File: src/rtl/vga_pkg.sv
// Shared video constants: 800x600@60 default timing and RGB332 colour layout.
package vga_pkg;

    localparam int unsigned H_ACTIVE_DEF = 800;
    localparam int unsigned H_FP_DEF     = 40;
    localparam int unsigned H_SYNC_DEF   = 128;
    localparam int unsigned H_BP_DEF     = 88;
    localparam int unsigned V_ACTIVE_DEF = 600;
    localparam int unsigned V_FP_DEF     = 1;
    localparam int unsigned V_SYNC_DEF   = 4;
    localparam int unsigned V_BP_DEF     = 23;

    localparam int unsigned RED_MSB = 7;
    localparam int unsigned RED_LSB = 5;
    localparam int unsigned GRN_MSB = 4;
    localparam int unsigned GRN_LSB = 2;
    localparam int unsigned BLU_MSB = 1;
    localparam int unsigned BLU_LSB = 0;

    typedef logic [7:0] rgb332_t;

endpackage

File: src/rtl/vga_timing_counter.sv
// Parametrised h/v raster counters with sync and active-area decode.
// Sync outputs are polarity-free flags; the consumer applies polarity.
module vga_timing_counter
    import vga_pkg::*;
#(
    parameter int unsigned H_ACTIVE = H_ACTIVE_DEF,
    parameter int unsigned H_FP     = H_FP_DEF,
    parameter int unsigned H_SYNC   = H_SYNC_DEF,
    parameter int unsigned H_BP     = H_BP_DEF,
    parameter int unsigned V_ACTIVE = V_ACTIVE_DEF,
    parameter int unsigned V_FP     = V_FP_DEF,
    parameter int unsigned V_SYNC   = V_SYNC_DEF,
    parameter int unsigned V_BP     = V_BP_DEF,
    parameter int unsigned HW       = 11,
    parameter int unsigned VW       = 10
) (
    input  logic          clk_i,
    input  logic          rst_ni,
    output logic [HW-1:0] hcount_o,
    output logic [VW-1:0] vcount_o,
    output logic          hsync_o,
    output logic          vsync_o,
    output logic          active_o,
    output logic          line_end_o,
    output logic          frame_end_o
);

    localparam int unsigned H_TOTAL = H_ACTIVE + H_FP + H_SYNC + H_BP;
    localparam int unsigned V_TOTAL = V_ACTIVE + V_FP + V_SYNC + V_BP;

    localparam logic [HW-1:0] H_LAST    = HW'(H_TOTAL - 1);
    localparam logic [VW-1:0] V_LAST    = VW'(V_TOTAL - 1);
    localparam logic [HW-1:0] H_ACT     = HW'(H_ACTIVE);
    localparam logic [VW-1:0] V_ACT     = VW'(V_ACTIVE);
    localparam logic [HW-1:0] HS_START  = HW'(H_ACTIVE + H_FP);
    localparam logic [HW-1:0] HS_END    = HW'(H_ACTIVE + H_FP + H_SYNC);
    localparam logic [VW-1:0] VS_START  = VW'(V_ACTIVE + V_FP);
    localparam logic [VW-1:0] VS_END    = VW'(V_ACTIVE + V_FP + V_SYNC);

    logic [HW-1:0] hcount_q, hcount_d;
    logic [VW-1:0] vcount_q, vcount_d;

    always_comb begin
        line_end_o  = (hcount_q == H_LAST);
        frame_end_o = line_end_o && (vcount_q == V_LAST);
        hcount_d    = line_end_o ? '0 : hcount_q + HW'(1);
        vcount_d    = vcount_q;
        if (line_end_o) begin
            vcount_d = (vcount_q == V_LAST) ? '0 : vcount_q + VW'(1);
        end
    end

    always_ff @(posedge clk_i or negedge rst_ni) begin
        if (!rst_ni) begin
            hcount_q <= '0;
            vcount_q <= '0;
        end else begin
            hcount_q <= hcount_d;
            vcount_q <= vcount_d;
        end
    end

    assign hcount_o = hcount_q;
    assign vcount_o = vcount_q;
    assign hsync_o  = (hcount_q >= HS_START) && (hcount_q < HS_END);
    assign vsync_o  = (vcount_q >= VS_START) && (vcount_q < VS_END);
    assign active_o = (hcount_q < H_ACT) && (vcount_q < V_ACT);

endmodule

File: src/rtl/vga_window_timing.sv
// VGA generator with one ROM-backed image window over a background colour.
// Three-stage pipeline: counters -> ROM address/flags -> pins.
module vga_window_timing
    import vga_pkg::*;
#(
    parameter int unsigned H_ACTIVE       = H_ACTIVE_DEF,
    parameter int unsigned H_FP           = H_FP_DEF,
    parameter int unsigned H_SYNC         = H_SYNC_DEF,
    parameter int unsigned H_BP           = H_BP_DEF,
    parameter int unsigned V_ACTIVE       = V_ACTIVE_DEF,
    parameter int unsigned V_FP           = V_FP_DEF,
    parameter int unsigned V_SYNC         = V_SYNC_DEF,
    parameter int unsigned V_BP           = V_BP_DEF,
    parameter bit          HS_ACTIVE_HIGH = 1'b0,
    parameter bit          VS_ACTIVE_HIGH = 1'b0,
    parameter int unsigned IMG_W          = 168,
    parameter int unsigned IMG_H          = 192,
    parameter int unsigned ADDR_W         = 16
) (
    input  logic              clk,
    input  logic              reset,
    input  logic [10:0]       img_x,
    input  logic [9:0]        img_y,
    input  logic [7:0]        bg_color,
    output logic [ADDR_W-1:0] rom_addr,
    input  logic [7:0]        rom_data,
    output logic [2:0]        red,
    output logic [2:0]        green,
    output logic [1:0]        blue,
    output logic              hsync,
    output logic              vsync,
    output logic              frame_start,
    output logic [10:0]       hcount,
    output logic [9:0]        vcount
);

    localparam logic [11:0]       IMG_W12  = 12'(IMG_W);
    localparam logic [11:0]       IMG_H12  = 12'(IMG_H);
    localparam logic [ADDR_W-1:0] ROW_STEP = ADDR_W'(IMG_W);

    logic [10:0] h;
    logic [9:0]  v;
    logic        hs_flag, vs_flag, act, line_end, frame_end;

    vga_timing_counter #(
        .H_ACTIVE (H_ACTIVE),
        .H_FP     (H_FP),
        .H_SYNC   (H_SYNC),
        .H_BP     (H_BP),
        .V_ACTIVE (V_ACTIVE),
        .V_FP     (V_FP),
        .V_SYNC   (V_SYNC),
        .V_BP     (V_BP),
        .HW       (11),
        .VW       (10)
    ) u_counter (
        .clk_i       (clk),
        .rst_ni      (reset),
        .hcount_o    (h),
        .vcount_o    (v),
        .hsync_o     (hs_flag),
        .vsync_o     (vs_flag),
        .active_o    (act),
        .line_end_o  (line_end),
        .frame_end_o (frame_end)
    );

    logic [10:0]       wx_q, wx_d;
    logic [9:0]        wy_q, wy_d;
    logic [ADDR_W-1:0] row_base_q, row_base_d;
    logic [ADDR_W-1:0] rom_addr_q, rom_addr_d;
    logic              h_in, v_in, in_win;
    logic              in_win_q, active_q, hs_q, vs_q, fs_q;
    rgb332_t           pix_q, pix_d;
    logic              hsync_q, vsync_q, frame_start_q;

    // 12-bit compares keep wx+IMG_W from wrapping near the right edge.
    always_comb begin
        h_in   = ({1'b0, h} >= {1'b0, wx_q}) && ({1'b0, h} < ({1'b0, wx_q} + IMG_W12));
        v_in   = ({2'b0, v} >= {2'b0, wy_q}) && ({2'b0, v} < ({2'b0, wy_q} + IMG_H12));
        in_win = h_in && v_in;

        wx_d       = wx_q;
        wy_d       = wy_q;
        row_base_d = row_base_q;
        if (frame_end) begin
            wx_d       = img_x;
            wy_d       = img_y;
            row_base_d = '0;
        end else if (line_end && v_in) begin
            row_base_d = row_base_q + ROW_STEP;
        end

        rom_addr_d = in_win ? row_base_q + ADDR_W'(h - wx_q) : rom_addr_q;

        if (!active_q) begin
            pix_d = '0;
        end else if (in_win_q) begin
            pix_d = rom_data;
        end else begin
            pix_d = bg_color;
        end
    end

    always_ff @(posedge clk or negedge reset) begin
        if (!reset) begin
            wx_q          <= '0;
            wy_q          <= '0;
            row_base_q    <= '0;
            rom_addr_q    <= '0;
            in_win_q      <= 1'b0;
            active_q      <= 1'b0;
            hs_q          <= 1'b0;
            vs_q          <= 1'b0;
            fs_q          <= 1'b0;
            pix_q         <= '0;
            hsync_q       <= ~HS_ACTIVE_HIGH;
            vsync_q       <= ~VS_ACTIVE_HIGH;
            frame_start_q <= 1'b0;
        end else begin
            wx_q          <= wx_d;
            wy_q          <= wy_d;
            row_base_q    <= row_base_d;
            rom_addr_q    <= rom_addr_d;
            in_win_q      <= in_win;
            active_q      <= act;
            hs_q          <= hs_flag;
            vs_q          <= vs_flag;
            fs_q          <= (h == '0) && (v == '0);
            pix_q         <= pix_d;
            hsync_q       <= hs_q ? HS_ACTIVE_HIGH : ~HS_ACTIVE_HIGH;
            vsync_q       <= vs_q ? VS_ACTIVE_HIGH : ~VS_ACTIVE_HIGH;
            frame_start_q <= fs_q;
        end
    end

    assign rom_addr    = rom_addr_q;
    assign red         = pix_q[RED_MSB:RED_LSB];
    assign green       = pix_q[GRN_MSB:GRN_LSB];
    assign blue        = pix_q[BLU_MSB:BLU_LSB];
    assign hsync       = hsync_q;
    assign vsync       = vsync_q;
    assign frame_start = frame_start_q;
    assign hcount      = h;
    assign vcount      = v;

endmodule

File: config.mk
export PLATFORM = sky130hd
export DESIGN_NAME = vga_window_timing
export DESIGN_NICKNAME = d
export VERILOG_FILES = /design/src/rtl/vga_pkg.sv /design/src/rtl/vga_timing_counter.sv /design/src/rtl/vga_window_timing.sv
export SDC_FILE = /design/constraint.sdc
export NUM_CORES = 1
export LEC_CHECK = 0
export BUFFER_PORTS_ARGS = -buffer_cell sky130_fd_sc_hd__buf_2
export CORE_UTILIZATION = 35
export CTS_BUF_LIST = sky130_fd_sc_hd__clkbuf_8 sky130_fd_sc_hd__clkbuf_16
export CTS_CLUSTER_DIAMETER = 50
export CTS_CLUSTER_SIZE = 28
export DETAILED_ROUTE_END_ITERATION = 8
export HOLD_SLACK_MARGIN = 0.08
export PLACE_DENSITY = 0.52
export SLEW_MARGIN = 20
export SYNTH_ARGS = -nofsm -noshare
export SYNTH_HDL_FRONTEND = slang
export SYNTH_SLANG_ARGS = --single-unit
File: constraint.sdc
create_clock -name clk -period 9.99 [get_ports clk]
set_input_delay 0.999 -clock clk [delete_from_list [all_inputs] [get_ports clk]]
set_output_delay 0.999 -clock clk [all_outputs]
set_load 0.01 [all_outputs]
# Word level (Yosys, flattened, before mapping)
# Cells that the tools add are included.
[totals]
regBits = 90
input_bits = 39
output_inout_bits = 48
wordCells = 54
[op_classes]
n_addsub = 7
order_cmp = 10
n_eq_ne = 2
muxes = 8
reduce_logical = 12
[ops]
columns = ["operator", "n"]
rows = [
  ["$mux 16", 2],
  ["$lt 11x10->1 const B", 2],
  ["$lt 10x10->1 const B", 2],
  ["$add 16x16->16", 1],
  ["$add 16x8->16 const B", 1],
  ["$mux 8", 2],
  ["$add 11x8->12 const B", 1],
  ["$lt 11x12->1", 1],
  ["$sub 11x11->12", 1],
  ["$add 10x8->11 const B", 1],
  ["$add 11x1->11 const B", 1],
  ["$eq 11x11->1 const B", 1],
  ["$ge 11x10->1 const B", 1],
  ["$ge 11x11->1", 1],
  ["$logic_not 11->1", 1],
  ["$lt 10x11->1", 1],
  ["$mux 11", 1],
  ["$add 10x1->10 const B", 1],
  ["$eq 10x10->1 const B", 1],
  ["$ge 10x10->1", 1],
  ["$ge 10x10->1 const B", 1],
  ["$logic_not 10->1", 1],
  ["$mux 10", 1],
  ["$logic_and 1x1->1", 9],
  ["other kinds (2)", 3],
]

# Longest topological paths before layout
# Gate-level depths: netlist of run 1.
[depth]
word_depth = 6
mapped_depth = 18
mapped_depth_nobuf = 18

# Hierarchy
# From an unflattened synthesis of run 1, not the netlist that was laid out.
[hier_totals]
hier_cells = 591
hier_area_um2 = 5675.4
[modules_own_cells]
columns = ["mod", "n_inst", "cells_each", "area_each_um2", "seq_area_each_um2"]
rows = [
  ["vga_window_timing", 1, 473, 4508.1, 1654.1],
  ["vga_timing_counter", 1, 118, 1167.4, 525.5],
]

# Worst setup path before layout of run 1
# Ideal clock, no wire load.
[synth_timing]
kind = "flip-flop to flip-flop"
startpoint = "register u_counter.hcount_q[0] (netlist: u_counter.hcount_o[0])"
endpoint = "register rom_addr_q[15] (netlist: rom_addr[15])"
setup_ns = 0.125
t_arrival_ns = 3.389
t_required_ns = 9.865
setup_slack_ns = 6.476
path_stages_with_launch = 18
path_buffers = 0
synth_period_minus_slack_ns = 3.514
cell_sequence = "dfrtp_1 > inv_1 > ha_1 > inv_1 > fa_1 > a21o_1 > a21oi_1 > o21bai_1 > a21oi_1 > xnor2_1 > ha_1 > o21a_1 > a21oi_1 > a211oi_1 > a311oi_1 > o21ai_0 > xnor2_1 > o21ai_1"
[synth_between]
elab_chain_len = 3
elab_cells_between_ends = 6
classes_between = "2 x add/sub; 2 x order compare; 2 x reduce/logical"
[synth_lines]
columns = ["element", "line_no", "rtl"]
rows = [
  ["from (decl)", "vga_timing_counter.sv:40", "logic [HW-1:0] hcount_q, hcount_d;"],
  ["from (signal assigned)", "vga_timing_counter.sv:58", "hcount_q <= hcount_d;"],
  ["branches (longest 3 deep; another with $add 16x16->16)", "--", ""],
  ["to (signal assigned)", "vga_window_timing.sv:124", "rom_addr_q <= rom_addr_d;"],
  ["to (decl)", "vga_window_timing.sv:71", "logic [ADDR_W-1:0] rom_addr_q, rom_addr_d;"],
]
# Several ways; the timed one is not identified.
# A chain may end at the register's enable or synchronous reset.

# Final worst setup path of run 1
# Same ends and word-level chain as after synthesis.

==> impl_metrics.py, run 1 <==
metrics = {
    "sta": {
        "period_share_pct": 39.4,
        "fin_setup_tns_ps": 0,
        "rsz0062_at_grt": "no",
        "fin_crit_ps": 3930,
        "drv_slew": 0,
        "relSlewSlack_pct": 51.5,
        "fin_skew_ps": 7.15,
        "worst_pin_slew_ps": 724,
        "finalSetupViolCount": 0,
        "hold_violations": 0,
        "fmax_mhz": 254,
    },
    "clock_network": {
        "cts_root_buffer": "clkbuf_16",
        "clk_pin_slew_worst_paths_ps": 70,
        "cts_tree": "built",
        "cts.htree.levels": 3,
        "clk_path_buf_depth": 2,
        "ctsResizeCount": 0,
        "clk_latency_ps": 350,
        "cts_buffers": 9,
        "clkSinkCount": 87,
        "hold_buffers": 0,
        "postCtsSetupBuffers": 0,
    },
    "floorplan": {
        "dieArea_sq_mm": 0.0164,
        "start_util_pct": 36.2,
        "fp-row-count": 45,
        "die_h_microns": 128,
        "core_sq_mm": 0.0154,
        "ios": 87,
        "die_w_microns": 128,
    },
    "global_route": {
        "met3_usage_pct": 3.71,
        "grt_start_max_net_pins": 79,
        "gr-total-overflow": 0,
        "grt_first_pass_wirelength_microns": 21800,
        "antenna_found_initial": 0,
        "grtUsageTotal_pct": 17.0,
        "grt_pass1_vias": 4366,
        "use_met1_pct": 22.8,
        "grt.busiest_layer": "met2",
        "gr-usage-met2_pct": 27.0,
    },
    "synthesis": {
        "postSynthAreaPerCell_sq_um": 9.66,
        "yosysSeqAreaShare_pct": 39.2,
        "synth_edf_count": 0,
        "synth_seq_cells": 87,
        "syn_nets": 672,
        "postSynthCellCount": 576,
        "mappedNetlistArea_sq_mm": 0.00556,
        "netlist-cell-type-count": 65,
        "yosysWarnings": 0,
        "async_flop_share_pct": 100,
        "synth_ff_type": "dfrtp_1",
    },
    "route": {
        "dr_total_vias": 4350,
        "vias_per_cell": 4.97,
        "wl_per_cell_microns": 14.7,
        "first_pass_iters": 4,
        "drt-total-wl_microns": 12800,
        "antenna_left": 0,
        "drc": 0,
        "initialDrtViolationCount": 248,
    },
    "critical_path": {
        "slowest_stage": "dfrtp_1",
        "path_delay_family": "compound AO/OA/AOI/OAI gates",
        "r2r_cells": 17,
        "crit_buf_inv": 2,
        "crit_type": "reg2reg",
        "arrival_ps": 4160,
        "cp_cell_sequence": "inv_1 -> ha_1 -> inv_1 -> fa_1 -> a21o_1 -> a21oi_1 -> o21bai_1 -> a21oi_1 -> xnor2_1 -> ha_1 -> o21a_1 -> a21oi_1 -> a211oi_1 -> a311oi_1 -> o21ai_0 -> xnor2_1 -> o21ai_1",
        "crit_required_ps": 10220,
        "crit_top_cell": "a21oi_1",
        "end_kind": "flop",
        "worst-path-stages": 17,
        "start_kind": "flop",
        "cp_max_fo": 5,
        "cpPeakStageDelay_ps": 430,
    },
    "cells_and_area": {
        "stdcell_count": 876,
        "syn2layout_area_growth_pct": 16.9,
        "finish.utilization_pct": 42.3,
        "fin_area_sq_mm": 0.00650,
        "antenna_cells": 0,
        "final_cell_mix": "dfrtp_1, buf_2, nand2_1",
        "finalNetCount": 756,
        "drive_above_1_share_pct": 20.6,
    },
    "power_and_ir_drop": {
        "power_mw": 0.710,
        "p_per_area_mw_per_mm2": 109,
        "vdd_drop_max_mv": 0.0826,
        "leakagePower_nw": 3.21,
    },
    "placement": {
        "placed_cells": 860,
        "postPlaceCellArea_sq_mm": 0.00621,
        "gp_congestion": 0.793,
        "dp_hpwl_microns": 9600,
        "numPortBuffers": 86,
    },
    "run_status": {
        "status": "completed",
    },
    "run": {
        "cap_violations": 0,
    },
    "min_path": {
        "worstHoldPathType": "reg2reg",
        "holdPathStages": 1,
    },
}
power by group:
part	switching, mW	leakage (nW)	internal (mW)
clock network	0.143	0.144	0.192
registers	0.000392	1.04	0.354
logic	0.0116	2.03	0.00838
routing by layer:
layer	vias up	wire, microns	share of wire [%]
met5	-	0	0
met1	2040	6300	49
met4	0	220	1.7
met2	81	5790	45
met3	14	536	4.2
li1	2215	-	-
area by class of cell:
| cell class | instances | area, sq um |
|---|---|---|
| inverter | 33 | 124 |
| clock buffer | 9 | 225 |
| multi-input combinational | 440 | 3180 |
| sequential | 87 | 2180 |
| timing repair buffer | 89 | 459 |
| tap | 211 | 264 |
| fill | 1555 | 8870 |
| clock inverter | 7 | 66.3 |
cell usage after synthesis, types with 5 or more instances:
master     n  area [sq um]
and3_1     6          37.5
nand4_1    8          50.1
inv_1     33           124
clkbuf_1   9          33.8
nor3_1    12          60.1
nand2_1   60           225
a21oi_1   29           145
nor2b_1   16           100
a21o_1    12          90.1
xnor2_1   30           263
buf_2      5          25.0
nand3_1   15          75.1
nor2_1    30           113
mux2i_1    9          90.1
o21ai_0   55           275
dfrtp_1   85          2130
ha_1      56           701
xor2_1    13           114
a31oi_1    5          31.3
o21a_1    10          75.1
mux2_2     9           101
final timing paths:
kind,from,end,slack [ps]
max,u_counter.hcount_o[0],rom_addr[15],6060
min reg2reg,hs_q,hsync,350
min in group asynchronous,reset,pix_q[3],460
max in group asynchronous,reset,rom_addr[1],8620
min,hs_q,hsync,350
max reg2reg,u_counter.hcount_o[0],rom_addr[15],6060
logic make-up after synthesis:
kind of cell / count (synthesis) / share of synthesized area [%]
buffers and inverters: 49 / 3.58
other: 1 / 0.0674
XOR/XNOR: 43 / 6.77
flip-flops: 87 / 39.2
AND/OR/NAND/NOR: 175 / 17.1
AO/OA/AOI/OAI: 146 / 16.9
multiplexers: 18 / 3.44
adder cells (fa/ha/maj): 57 / 13.0
flip-flops by register name (all words and copies together) (netlist names):
register and cells:
rom_addr 16, row_base_q 13, u_counter.hcount_o 11, wx_q 11, u_counter.vcount_o 10, wy_q 10
pix_q 8, active_q 1, frame_start 1, fs_q 1, hs_q 1, hsync 1
in_win_q 1, vs_q 1, vsync 1
stage by stage:
stage	setup slack (ps)	hold WS, ps
6_report	6060	355
5_1_grt	5730	380
4_1_cts	6070	361
3_5_place_dp	6080	345
3_3_place_gp	6180	343
2_1_floorplan	6480	331
worst reg2reg max path, stage by stage, from the launching register on:
cell and delay (ps):
dfrtp_1 430, inv_1 120, ha_1 170, inv_1 50
fa_1 420, a21o_1 220, a21oi_1 280, o21bai_1 100
a21oi_1 170, xnor2_1 170, ha_1 320, o21a_1 130
a21oi_1 300, a211oi_1 130, a311oi_1 400, o21ai_0 180
xnor2_1 170, o21ai_1 70
No activity file was read; power rests on OpenSTA's default activity.
==> inputs of run 2 (changes only) <==
--- a/config.mk
+++ b/config.mk
@@ -12,7 +12,7 @@
 export CTS_CLUSTER_SIZE = 28
 export DETAILED_ROUTE_END_ITERATION = 8
 export HOLD_SLACK_MARGIN = 0.08
-export PLACE_DENSITY = 0.52
+export PLACE_DENSITY = 0.54
 export SLEW_MARGIN = 20
 export SYNTH_ARGS = -nofsm -noshare
 export SYNTH_HDL_FRONTEND = slang
==> constraint.sdc (replaced) <==
create_clock -name clk -period 3.5 [get_ports clk]
set_input_delay 0.35 -clock clk [delete_from_list [all_inputs] [get_ports clk]]
set_output_delay 0.35 -clock clk [all_outputs]
set_load 0.01 [all_outputs]
==> run 2 against run 1 <==
Effect of this change:
- via count is 5.6% higher
- die area stayed put
- combinational power grew to 2.9 times the previous value
- non-clock buffer count is 32 higher
- clock power grew to 3.1 times the previous value
==> impl_metrics.py, run 2 (same netlist as run 1, synthesis figures left out) <==
metrics = {
    "run_status": {
        "status": "completed",
    },
    "cells_and_area": {
        "largest_reg_flops": 16,
        "fin_area_sq_mm": 0.00689,
        "fillers": 1524,
        "antenna_cells": 0,
        "drive_above_1_share_pct": 27.3,
        "syn2layout_area_growth_pct": 23.8,
        "final_cell_mix": "dfrtp_1, buf_2, nand2_1",
        "finalNetCount": 788,
        "finish.utilization_pct": 44.8,
    },
    "floorplan": {
        "die_w_microns": 128,
        "fp-row-count": 45,
        "die_h_microns": 128,
        "core_sq_mm": 0.0154,
        "dieArea_sq_mm": 0.0164,
        "ios": 87,
        "start_util_pct": 36.2,
    },
    "placement": {
        "postPlaceCellArea_sq_mm": 0.00641,
        "dp_hpwl_microns": 10400,
        "numPortBuffers": 86,
        "dp_slack_ps": -56.4,
        "gp_congestion": 0.806,
    },
    "sta": {
        "period_share_pct": 94.9,
        "fin_skew_ps": 7.04,
        "relSlewSlack_pct": 64.3,
        "fin_crit_ps": 3320,
        "hold_violations": 0,
        "fin_ws_ps": 177,
        "fmax_mhz": 301,
        "worst_pin_slew_ps": 535,
        "finalSetupViolCount": 0,
        "drv_slew": 0,
    },
    "critical_path": {
        "start_kind": "flop",
        "cp_max_fo": 3,
        "r2r_slack_ps": 180,
        "crit_type": "reg2reg",
        "crit_required_ps": 3720,
        "arrival_ps": 3550,
        "end_kind": "flop",
    },
    "clock_network": {
        "clk_path_buf_depth": 2,
        "cts.htree.levels": 3,
        "cts_root_buffer": "clkbuf_16",
        "clk_pin_slew_worst_paths_ps": 70,
        "cts_buffers": 9,
        "clk_latency_ps": 350,
        "cts_tree": "built",
        "clkSinkCount": 87,
    },
    "route": {
        "drc": 0,
        "drt-total-wl_microns": 13700,
        "dr_total_vias": 4592,
        "initialDrtViolationCount": 196,
        "antenna_left": 0,
        "first_pass_iters": 4,
        "vias_per_cell": 5.06,
        "wl_per_cell_microns": 15.1,
    },
    "global_route": {
        "gr-total-overflow": 0,
        "grt_first_pass_wirelength_microns": 22800,
        "antenna_found_initial": 0,
        "grt_start_max_net_pins": 42,
        "grtUsageTotal_pct": 17.6,
        "grt_pass1_vias": 4766,
    },
    "min_path": {
        "worstHoldPathType": "in2reg",
    },
    "power_and_ir_drop": {
        "power_mw": 2.12,
        "leakagePower_nw": 3.39,
        "p_per_area_mw_per_mm2": 308,
        "vdd_drop_max_mv": 0.197,
    },
    "run": {
        "cap_violations": 0,
    },
}
-- run 2: worst paths after layout --
kind,start,end,cells past startpoint
min in group asynchronous,reset,wx_q[5],2
max in group asynchronous,reset,hsync,3
hold / removal,img_x[2],wx_q[2],3
setup / recovery,u_counter.hcount_o[0],rom_addr[14],17
setup reg to reg,u_counter.hcount_o[0],rom_addr[14],17
hold reg to reg,fs_q,frame_start,0
-- run 2: report_power, final --
group / switching, mW / internal [mW] / total [mW]
sequential: 0.00112 / 1.01 / 1.01
combinational: 0.0340 / 0.0250 / 0.0590
clock: 0.425 / 0.627 / 1.05
total: 0.461 / 1.66 / 2.12
-- run 2: stage by stage --
stage	hold WS [ps]	std cells	setup TNS [ps]
2_1_floorplan	54.4	576	0
3_3_place_gp	340	887	0
3_5_place_dp	336	887	-117
4_1_cts	194	904	0
5_1_grt	212	908	-35.0
6_report	205	908	0
-- run 2: worst max-delay path: stages (launching register included) --
cell       delay (ps)
dfrtp_1           380
inv_2              80
ha_4              130
inv_2              40
fa_2              380
a21o_1            210
a21oi_4           180
nor2_2             60
o21ai_1           110
nand2b_1           80
a21oi_2           170
xnor2_2           110
ha_1              330
o21a_1            170
o41ai_4           110
a2111oi_4         410
o21a_1            190
o31ai_2            60
-- run 2: layout make-up --
type | count | area, sq um | area share [%]
Clock buffer | 9 | 225 | 3.27
Timing Repair Buffer | 121 | 698 | 10.1
Clock inverter | 7 | 97.6 | 1.42
Multi-Input combinational cell | 440 | 3300 | 47.9
Tap cell | 211 | 264 | 3.83
Sequential cell | 87 | 2180 | 31.7
Inverter | 33 | 124 | 1.80
-- run 2: what timing repair did --
action / 4_1_cts / 5_1_grt
setup buffers: 0 / 5
endpoints found under the hold margin: 39 / 0
pin swaps: 0 / 12
gates resized for setup: 2 / 24
hold buffers: 1 / 0
setup endpoints to repair: 3 / 5
gates cloned: 0 / 0
-- run 2: metal layers --
layer	GRT usage, %	part of all wire, %	vias up
li1	-	-	2288
met1	22.3	47	2216
met2	30.3	48	72
met3	2.38	2.8	16
met4	7.06	1.8	0
met5	0	0	-
==> inputs of run 3 (changes only) <==
--- a/config.mk
+++ b/config.mk
@@ -13,6 +13,7 @@
 export DETAILED_ROUTE_END_ITERATION = 8
 export HOLD_SLACK_MARGIN = 0.08
 export PLACE_DENSITY = 0.54
+export RECOVER_POWER = 100
 export SLEW_MARGIN = 20
 export SYNTH_ARGS = -nofsm -noshare
 export SYNTH_HDL_FRONTEND = slang
==> run 3 against run 2 <==
Effect of this change:
- the flow now finishes with violations (max-capacitance violations, max-slew violations)
- utilization decreased by 0.78 points
- sequential power is essentially flat
- highest routed layer unchanged
- hold slack lost 1.2 ps
- clock-buffer cell count unchanged
- global-route usage stayed put
- maximum frequency about the same
- die area unchanged
- final area fell by 1.7%
- register-to-register slack about the same
==> impl_metrics.py, run 3 (same netlist as run 1, synthesis figures left out) <==
metrics = {
    "run_status": {
        "status": "complete, but fails checks",
        "violations": "max-capacitance violations, max-slew violations",
    },
    "route": {
        "vias_per_cell": 5.05,
        "wl_per_cell_microns": 15.1,
        "route.met3.wl_microns": 414,
        "drc": 0,
        "highest_layer": "met4",
        "drt-total-wl_microns": 13700,
        "met1_length_microns": 6460,
        "first_pass_iters": 4,
        "initialDrtViolationCount": 197,
        "antenna_left": 0,
        "wl_met2_microns": 6640,
        "dr_total_vias": 4581,
    },
    "floorplan": {
        "fp-row-count": 45,
        "die_w_microns": 128,
        "die_h_microns": 128,
        "core_sq_mm": 0.0154,
        "dieArea_sq_mm": 0.0164,
        "ios": 87,
        "start_util_pct": 36.2,
    },
    "sta": {
        "fin_setup_tns_ps": 0,
        "fin_crit_ps": 3320,
        "relSlewSlack_pct": -52.0,
        "finalSetupViolCount": 0,
        "worst_pin_slew_ps": 2280,
        "fmax_mhz": 301,
        "drv_slew": 42,
        "period_share_pct": 94.9,
        "fin_skew_ps": 7.25,
        "hold_violations": 0,
    },
    "min_path": {
        "holdPathEnd": "wx_q[2]",
        "holdPathStages": 3,
        "worstHoldPathType": "in2reg",
        "min_from": "img_x[2]",
    },
    "critical_path": {
        "crit_required_ps": 3730,
        "r2r_slack_ps": 180,
        "crit_type": "reg2reg",
        "arrival_ps": 3550,
        "cp_max_fo": 3,
        "r2r_start": "u_counter.hcount_o[0]",
        "cpPeakStageDelay_ps": 410,
        "path_delay_family": "compound AO/OA/AOI/OAI gates",
        "crit_buf_inv": 2,
        "r2r_cells": 17,
        "start_kind": "flop",
        "slowest_stage": "a2111oi_4",
        "cp_cell_sequence": "inv_2 -> ha_4 -> inv_2 -> fa_2 -> a21o_1 -> a21oi_4 -> nor2_2 -> o21ai_1 -> nand2b_1 -> a21oi_2 -> xnor2_2 -> ha_1 -> o21a_1 -> o41ai_4 -> a2111oi_4 -> o21a_1 -> o31ai_2",
        "end_kind": "flop",
        "r2r_end": "rom_addr[14]",
    },
    "global_route": {
        "gr-total-overflow": 0,
        "grt_first_pass_wirelength_microns": 22800,
        "grt_pass1_vias": 4766,
        "grt_start_max_net_pins": 42,
        "grtUsageTotal_pct": 17.6,
        "antenna_found_initial": 0,
    },
    "cells_and_area": {
        "finish.utilization_pct": 44.0,
        "layout_commonest_cell": "dfrtp_1",
        "largest_reg_flops": 16,
        "finalNetCount": 788,
        "syn2layout_area_growth_pct": 21.6,
        "fin_area_sq_mm": 0.00677,
        "fillers": 1563,
        "final_cell_mix": "dfrtp_1, nand2_1, o21ai_0, clkbuf_1, ha_1",
        "antenna_cells": 0,
        "drive_above_1_share_pct": 19.4,
    },
    "clock_network": {
        "cts_tree": "built",
        "cts_root_buffer": "clkbuf_16",
        "clk_path_buf_depth": 2,
        "clk_pin_slew_worst_paths_ps": 70,
        "clkSinkCount": 87,
        "clk_latency_ps": 350,
        "cts.htree.levels": 3,
        "cts_buffers": 9,
    },
    "power_and_ir_drop": {
        "leakagePower_nw": 3.19,
        "p_per_area_mw_per_mm2": 314,
        "vdd_drop_max_mv": 0.195,
    },
    "placement": {
        "postPlaceCellArea_sq_mm": 0.00641,
        "dp_hpwl_microns": 10400,
        "numPortBuffers": 86,
        "gp_congestion": 0.806,
    },
    "run": {
        "cap_violations": 1,
    },
}
run 3: metrics by stage:
step	power, mW	cells	setup WS, ps	hold WS [ps]
after floorplan	1.04	576	29.2	54.4
after global placement	1.09	887	17.9	340
after detailed placement	1.09	887	-56.4	336
after CTS	2.16	904	24.2	194
after global routing	2.20	908	-32.1	212
final	2.12	908	179	204
run 3: power breakdown:
| group | internal, mW | leakage [nW] | total (mW) | switching, mW |
|---|---|---|---|---|
| logic | 0.0224 | 2.00 | 0.0564 | 0.0341 |
| clock network | 0.627 | 0.152 | 1.05 | 0.427 |
| registers | 1.01 | 1.04 | 1.01 | 0.00134 |
| total | 1.66 | 3.19 | 2.12 | 0.462 |
run 3: layout make-up:
| cell class | count | area [sq um] | share of cell area [%] |
|---|---|---|---|
| tap | 211 | 264 | 3.90 |
| clock inverter | 7 | 97.6 | 1.44 |
| multi-input combinational | 440 | 3280 | 48.5 |
| clock buffer | 9 | 225 | 3.33 |
| inverter | 33 | 124 | 1.83 |
| timing repair buffer | 121 | 592 | 8.75 |
| sequential | 87 | 2180 | 32.2 |
run 3: worst max path at each step:
| stage | to | slack [ps] | start | cells after the start |
|---|---|---|---|---|
| finish | rom_addr[14] | 180 | u_counter.hcount_o[0] | 17 |
| global route | rom_addr[14] | -30 | u_counter.hcount_o[0] | 17 |
| global placement | rom_addr[15] | 20 | u_counter.hcount_o[0] | 17 |
| CTS | rom_addr[15] | 20 | u_counter.hcount_o[0] | 17 |
| detailed placement | rom_addr[14] | -60 | u_counter.hcount_o[0] | 18 |
| floorplan | rom_addr[15] | 30 | u_counter.hcount_o[0] | 17 |
run 3: timing repair:
| action | in CTS | in global routing |
|---|---|---|
| resized for setup | 2 | 24 |
| pin swaps | 0 | 12 |
| setup buffers | 0 | 5 |
| setup endpoints to repair | 3 | 5 |
| hold buffers | 1 | 0 |
| cloned | 0 | 0 |
| endpoints found under the hold margin | 39 | 0 |
run 3: routing by layer:
layer / vias to the layer above / global-route usage, %
met5: - / 0
met4: 0 / 7.06
met3: 17 / 2.38
met2: 75 / 30.3
met1: 2204 / 22.3
li1: 2285 / -
run 3: tightest hold or removal path, stage by stage:
cell	delay [ps]
buf_2	80
nand2_1	30
o21ai_0	60
